===== config.mk =====
export PLATFORM = sky130hd
export DESIGN_NAME = i2c_init_seq_flat
export DESIGN_NICKNAME = d
export VERILOG_FILES = /design/src/rtl/i2c_init_seq_if.sv /design/src/rtl/i2c_init_seq.sv /design/src/flat_wrapper.sv
export SDC_FILE = /design/constraint.sdc
export NUM_CORES = 1
export LEC_CHECK = 0
export CORE_ASPECT_RATIO = 1.2
export CORE_UTILIZATION = 30
export CTS_BUF_LIST = sky130_fd_sc_hd__clkbuf_8 sky130_fd_sc_hd__clkbuf_16
export DETAILED_ROUTE_END_ITERATION = 8
export PLACE_DENSITY = 0.6
export SLEW_MARGIN = 20
export SYNTH_ARGS = -nofsm -noshare
export SYNTH_HDL_FRONTEND = slang
export SYNTH_SLANG_ARGS = --single-unit

===== constraint.sdc =====
create_clock -name clk -period 5.4 [get_ports clk]
set_input_delay 1.62 -clock clk [delete_from_list [all_inputs] [get_ports clk]]
set_output_delay 1.62 -clock clk [all_outputs]
set_load 0.01 [all_outputs]

===== src/rtl/i2c_init_seq_if.sv =====
// Sequencer-to-byte-controller bus: strobe, request, register command and result.
// The sequencer drives the command side; the controller returns data, done and ACK.
interface i2c_init_seq_if;
    logic       i2c_strobe;
    logic       i2c_enable;
    logic       reg_rdwr;
    logic [7:0] reg_addr;
    logic [4:0] reg_len;
    logic [7:0] reg_wrdata;
    logic [7:0] reg_rddata;
    logic       reg_done;
    logic       i2c_ack;

    modport master (
        output i2c_strobe, i2c_enable, reg_rdwr, reg_addr, reg_len, reg_wrdata,
        input  reg_rddata, reg_done, i2c_ack
    );

    modport slave (
        input  i2c_strobe, i2c_enable, reg_rdwr, reg_addr, reg_len, reg_wrdata,
        output reg_rddata, reg_done, i2c_ack
    );
endinterface


===== src/rtl/i2c_init_seq.sv =====
// Table-driven I2C init sequencer: fetch (2 clk), decode, issue, wait for reg_done, verify, retry.
// Stalls on the controller's reg_done handshake and on delay entries; start ignored while busy.
module i2c_init_seq #(
    parameter int CLK_DIV   = 4,
    parameter int IDX_W     = 6,
    parameter int MAX_RETRY = 3,
    parameter int DLY_W     = 16
) (
    input  logic             clk,
    input  logic             arst_n,
    input  logic             start,
    output logic             busy,
    output logic             done,
    output logic             error,
    output logic [IDX_W-1:0] err_index,
    output logic [IDX_W-1:0] rom_addr,
    input  logic [17:0]      rom_data,
    i2c_init_seq_if.master   ctl
);
    localparam int CNT_W = (CLK_DIV > 2) ? $clog2(CLK_DIV) : 1;
    localparam int RTY_W = (MAX_RETRY > 0) ? $clog2(MAX_RETRY + 1) : 1;
    localparam logic [CNT_W-1:0] DIV_LAST = CNT_W'(CLK_DIV - 1);
    localparam logic [RTY_W-1:0] RTY_MAX  = RTY_W'(MAX_RETRY);
    localparam logic [IDX_W-1:0] IDX_LAST = '1;

    localparam logic [1:0] OP_WR  = 2'd0;
    localparam logic [1:0] OP_RD  = 2'd1;
    localparam logic [1:0] OP_DLY = 2'd2;

    typedef enum logic [3:0] {
        S_IDLE, S_FETCH, S_LATCH, S_DECODE, S_ISSUE, S_WAIT,
        S_CHECK, S_DELAY, S_NEXT, S_FINISH, S_FAIL
    } state_t;

    state_t             state, state_nx;
    logic [CNT_W-1:0]   div_cnt;
    logic [IDX_W-1:0]   idx;
    logic [RTY_W-1:0]   retry;
    logic [17:0]        cmd;
    logic [DLY_W+7:0]   dly_cnt;
    logic               reg_done_q;
    logic               rdwr_q;
    logic [7:0]         addr_q;
    logic [4:0]         len_q;
    logic [7:0]         wrdata_q;
    logic               enable;
    logic [1:0]         op;
    logic [7:0]         data;
    logic               done_rise;
    logic               check_pass;

    always_ff @(posedge clk or negedge arst_n) begin
        if (!arst_n)                div_cnt <= '0;
        else if (div_cnt == DIV_LAST) div_cnt <= '0;
        else                        div_cnt <= div_cnt + 1'b1;
    end

    assign op         = cmd[17:16];
    assign data       = cmd[7:0];
    assign done_rise  = ctl.reg_done & ~reg_done_q;
    // Reads are judged on data alone; the ACK of the last read byte is meaningless.
    assign check_pass = (op == OP_RD) ? (ctl.reg_rddata == data) : ~ctl.i2c_ack;

    always_ff @(posedge clk or negedge arst_n) begin
        if (!arst_n) state <= S_IDLE;
        else         state <= state_nx;
    end

    always_comb begin
        state_nx = state;
        busy     = 1'b1;
        done     = 1'b0;
        enable   = 1'b0;
        case (state)
            S_IDLE: begin
                busy = 1'b0;
                if (start) state_nx = S_FETCH;
            end
            S_FETCH:  state_nx = S_LATCH;
            S_LATCH:  state_nx = S_DECODE;
            S_DECODE: begin
                case (op)
                    OP_WR, OP_RD: state_nx = S_ISSUE;
                    OP_DLY:       state_nx = S_DELAY;
                    default:      state_nx = S_FINISH;
                endcase
            end
            // Hold off the request until the previous transaction's done has cleared.
            S_ISSUE: begin
                if (!ctl.reg_done) begin
                    enable   = 1'b1;
                    state_nx = S_WAIT;
                end
            end
            S_WAIT: begin
                if (done_rise) state_nx = S_CHECK;
                else           enable   = 1'b1;
            end
            S_CHECK: begin
                if (check_pass)             state_nx = S_NEXT;
                else if (retry < RTY_MAX)   state_nx = S_ISSUE;
                else                        state_nx = S_FAIL;
            end
            S_DELAY: if (dly_cnt == '0) state_nx = S_NEXT;
            S_NEXT:  state_nx = (idx == IDX_LAST) ? S_FINISH : S_FETCH;
            S_FINISH: begin
                busy     = 1'b0;
                done     = 1'b1;
                state_nx = S_IDLE;
            end
            S_FAIL: begin
                busy     = 1'b0;
                state_nx = S_IDLE;
            end
            default: begin
                busy     = 1'b0;
                state_nx = S_IDLE;
            end
        endcase
    end

    always_ff @(posedge clk or negedge arst_n) begin
        if (!arst_n) begin
            idx        <= '0;
            retry      <= '0;
            cmd        <= '0;
            dly_cnt    <= '0;
            reg_done_q <= 1'b0;
            error      <= 1'b0;
            err_index  <= '0;
            rdwr_q     <= 1'b0;
            addr_q     <= '0;
            len_q      <= '0;
            wrdata_q   <= '0;
        end else begin
            reg_done_q <= ctl.reg_done;
            case (state)
                S_IDLE: begin
                    if (start) begin
                        idx   <= '0;
                        retry <= '0;
                        error <= 1'b0;
                    end
                end
                S_LATCH: cmd <= rom_data;
                S_DECODE: begin
                    if (op == OP_DLY) dly_cnt <= {data, {DLY_W{1'b0}}};
                    if (op == OP_WR || op == OP_RD) begin
                        rdwr_q   <= (op == OP_RD);
                        len_q    <= (op == OP_RD) ? 5'd2 : 5'd3;
                        addr_q   <= cmd[15:8];
                        wrdata_q <= data;
                    end
                end
                S_CHECK: begin
                    if (check_pass) begin
                        retry <= '0;
                    end else if (retry < RTY_MAX) begin
                        retry <= retry + 1'b1;
                    end else begin
                        error     <= 1'b1;
                        err_index <= idx;
                    end
                end
                S_DELAY: if (dly_cnt != '0) dly_cnt <= dly_cnt - 1'b1;
                S_NEXT:  if (idx != IDX_LAST) idx <= idx + 1'b1;
                default: ;
            endcase
        end
    end

    assign rom_addr       = idx;
    assign ctl.i2c_strobe = (div_cnt == DIV_LAST);
    assign ctl.i2c_enable = enable;
    assign ctl.reg_rdwr   = rdwr_q;
    assign ctl.reg_addr   = addr_q;
    assign ctl.reg_len    = len_q;
    assign ctl.reg_wrdata = wrdata_q;
endmodule


===== src/flat_wrapper.sv =====
// flat-port wrapper written by rule: the top's interface ports become plain ports
module i2c_init_seq_flat 
#(
    parameter int CLK_DIV   = 4,
    parameter int IDX_W     = 6,
    parameter int MAX_RETRY = 3,
    parameter int DLY_W     = 16
)
  (clk, arst_n, start, busy, done, error, err_index, rom_addr, rom_data, ctl_i2c_strobe, ctl_i2c_enable, ctl_reg_rdwr, ctl_reg_addr, ctl_reg_len, ctl_reg_wrdata, ctl_reg_rddata, ctl_reg_done, ctl_i2c_ack);
  i2c_init_seq_if ctl_i ();
  input  logic clk;
  input  logic arst_n;
  input  logic start;
  output logic busy;
  output logic done;
  output logic error;
  output logic [IDX_W-1:0] err_index;
  output logic [IDX_W-1:0] rom_addr;
  input  logic [17:0] rom_data;
  output wire logic [$bits(ctl_i.i2c_strobe)-1:0] ctl_i2c_strobe;
  output wire logic [$bits(ctl_i.i2c_enable)-1:0] ctl_i2c_enable;
  output wire logic [$bits(ctl_i.reg_rdwr)-1:0] ctl_reg_rdwr;
  output wire logic [$bits(ctl_i.reg_addr)-1:0] ctl_reg_addr;
  output wire logic [$bits(ctl_i.reg_len)-1:0] ctl_reg_len;
  output wire logic [$bits(ctl_i.reg_wrdata)-1:0] ctl_reg_wrdata;
  input wire logic [$bits(ctl_i.reg_rddata)-1:0] ctl_reg_rddata;
  input wire logic [$bits(ctl_i.reg_done)-1:0] ctl_reg_done;
  input wire logic [$bits(ctl_i.i2c_ack)-1:0] ctl_i2c_ack;
  assign ctl_i2c_strobe = ctl_i.i2c_strobe;
  assign ctl_i2c_enable = ctl_i.i2c_enable;
  assign ctl_reg_rdwr = ctl_i.reg_rdwr;
  assign ctl_reg_addr = ctl_i.reg_addr;
  assign ctl_reg_len = ctl_i.reg_len;
  assign ctl_reg_wrdata = ctl_i.reg_wrdata;
  assign ctl_i.reg_rddata = ctl_reg_rddata;
  assign ctl_i.reg_done = ctl_reg_done;
  assign ctl_i.i2c_ack = ctl_i2c_ack;
  i2c_init_seq #(.CLK_DIV(CLK_DIV), .IDX_W(IDX_W), .MAX_RETRY(MAX_RETRY), .DLY_W(DLY_W)) u_core (.clk(clk), .arst_n(arst_n), .start(start), .busy(busy), .done(done), .error(error), .err_index(err_index), .rom_addr(rom_addr), .rom_data(rom_data), .ctl(ctl_i));
endmodule

==> flow_metrics.tcl <==
set metrics [dict create \
    diodes 0 \
    post_cts_resized 0 \
    synthMuxAreaShare_pct 14.2 \
    drc 0 \
    cap_violations 0 \
    grt_setup_unrepaired "false" \
    synth_top_area_share_pct 48.9 \
    max_slew_margin_pct 43.8 \
    status "finished clean" \
    grt_pass1_vias 3222 \
    power.switching_mw 1.04 \
    clock_skew_ps 6.36 \
    seq_power_share_pct 39.4 \
    place_inst 602 \
    h-tree-depth 3 \
    synth-simple-area-share_pct 18.7 \
    clock_path_buffers 2 \
    syn_to_final_growth_pct 25.7 \
    synth_top_family_by_area "simple AND/OR/NAND/NOR gates" \
    synthAdderAreaFrac_pct 1.71 \
    cts_sinks 83 \
    peakVddDrop_v 0.000218 \
    fin_crit_sh_pct 82.9 \
    drt-vias-per-instance 5.24 \
    die_width_um 111 \
    postRouteAntennaNets 0 \
    drive_gt1_share_pct 19.0 \
    grt_max_degree 84 \
    ctsHoldBuffers 0 \
    endpoint_kind "output pin" \
    post-dp-hpwl_um 6700 \
    r2r_slack_ps 2850 \
    cp-start-kind "input pin" \
    p_comb_share_pct 40.8 \
    cts_tree "yes" \
    synthFlopType "dfrtp_1" \
    worstSetupPathType "input pin to output pin" \
    synthesis.area_um2 4250 \
    ys_async_sr_fraction_pct 100 \
    final.min_clock_period_ps 4480 \
    hold_path_class "flip-flop to flip-flop" \
    grt_pass1_wl_um 16400 \
    p_per_area_nw_per_um2 524 \
    synth_xor_area_share_pct 1.86 \
    drt_iter0_markers 155 \
    ys_warn_count 0 \
    place.gp.congestion 0.833 \
    postLayoutCellArea_um2 5340 \
    worst_pin_slew_ps 838 \
    track_usage_pct 13.9 \
    swShare_pct 37.1 \
    drv_slew 0 \
    die_area_um2 14600 \
    clockPowerShare_pct 19.8 \
    critical_path_required_ps 3780 \
    routedWlPerCell_um 15.5 \
    pre_cts_ws_ps 916 \
    clkTransAtPathRegs_ps 60 \
    fmax_ghz 0.223 \
    yosysMostFrequentCell "dfrtp_1" \
    cp_data_arrival_time_ps 2860 \
    place_area_um2 5060 \
    ys_ff_latch 83 \
    internal-power_mw 1.76 \
    synth.area.top_cells "dfrtp_1 (49%), mux2_2 (11%), mux2i_1 (3.1%)" \
    grt_antenna_before_repair 0 \
    synth_compound_area_share_pct 11.8 \
    vias 3237 \
    cts_buffers 9 \
    total_power_mw 2.80 \
    clk_latency_ps 340 \
    finalSetupTns_ps 0 \
    synthDistinctLibCells 67 \
    finalNetCount 478 \
    setup_viol 0 \
    cts_root_buf "clkbuf_16" \
    coreArea_um2 13800 \
    drt-pass1-iter-count 4 \
    synthTopCellsByCount "dfrtp_1 (83), mux2_2 (42), nand2_1 (27)" \
    ys_seq_area_share_pct 48.9 \
    cp_max_fo 4 \
    cts_setup_buffers 0 \
    syn_inst 378 \
    synth_edf_count 0 \
    grt-ovfl-total 0 \
    yosys.area.top_type "dfrtp_1" \
    rows 47 \
    ios 70 \
    setup_ws_ps 921 \
    finalNonFillerCells 618 \
    io_buffer_count 66 \
    die_h_um 132 \
    start_util_pct 30.7 \
    wirelength_um 9580 \
    hold_viol 0 \
    p_leak_nw 2.24 \
    avgSynthCellArea_um2 11.2 \
]
==> critical path: stages <==
cell and delay [ps]:
clkdlybuf4s50_1 460, a211oi_1 210, clkdlybuf4s50_1 570
==> cells in the final DEF (no fill, tap or decap), drive strengths merged, types with 7 or more instances in the layout <==
cell	count
mux2	42
or4	9
xor2	7
dfrtp	83
nor2	20
a21oi	11
nand3	12
clkdlybuf4s50	65
nand2	28
o21ai	16
mux2i	13
a31oi	10
inv	10
clkbuf	9
nor3	15
==> final cells by class <==
type,count,area (um2)
fillers,1341,8480
flip-flops and latches,83,2080
multi-input cells,271,2060
repair buffers,69,684
clock buffers,9,225
well taps,171,214
clock inverters,7,47.5
inverters,8,30.0
==> through the flow <==
| step | utilization (%) | hold slack [ps] |
|---|---|---|
| floorplan | - | 403 |
| global placement | 36.6 | 416 |
| detailed placement | 36.6 | 419 |
| CTS | 38.6 | 427 |
| global route | 38.6 | 475 |
| finish | 38.6 | 423 |
==> worst paths after layout <==
path,startpoint,end,cells after the start
setup / recovery,ctl_reg_done,ctl_i2c_enable,3
hold / removal,u_core.div_cnt[0],u_core.div_cnt[0],1
setup reg to reg,u_core.state[3],u_core.dly_cnt[21],5
hold reg to reg,u_core.div_cnt[0],u_core.div_cnt[0],1
max in group asynchronous,arst_n,u_core.retry[1],1
min in group asynchronous,arst_n,u_core.div_cnt[0],1
==> per-layer routing <==
layer	global-route usage (%)	vias to the layer above	wire length (um)
li1	-	1535	-
met1	18.1	1614	4290
met2	22.0	70	4710
met3	2.99	18	407
met4	6.15	0	181
met5	0	-	0
==> logic make-up (layout without fill, tap and decap cells) <==
logic type / after synthesis / after routing
buffers and inverters: 26 / 93
adders and majority gates: 6 / 6
muxes: 55 / 55
xor gates and xnor gates: 9 / 9
DFF: 83 / 83
other: 1 / 3
and+or+nand+nor: 128 / 128
AOI/OAI and AO/OA: 70 / 70
==> sequential cells by signal, summed over array words and instances, names as in the netlist <==
register,count
u_core.ctl.reg_len,2
u_core.ctl.reg_rdwr,1
u_core.reg_done_q,1
u_core.ctl.reg_addr,8
u_core.cmd,18
u_core.div_cnt,2
u_core.retry,2
u_core.rom_addr,6
u_core.error,1
u_core.err_index,6
u_core.ctl.reg_wrdata,8
u_core.dly_cnt,24
u_core.state,4
==> power by group through the flow <==
| stage | logic (mW) | clock network (mW) | registers, mW |
|---|---|---|---|
| 6_report | 1.14 | 0.555 | 1.10 |
| 5_1_grt | 1.25 | 0.606 | 1.14 |
| 4_1_cts | 1.15 | 0.579 | 1.10 |
| 3_5_place_dp | 1.15 | 0 | 1.11 |
| 3_3_place_gp | 1.12 | 0 | 1.10 |
| 2_1_floorplan | 0.807 | 0 | 1.05 |
No activity file was read; power rests on OpenSTA's default activity.
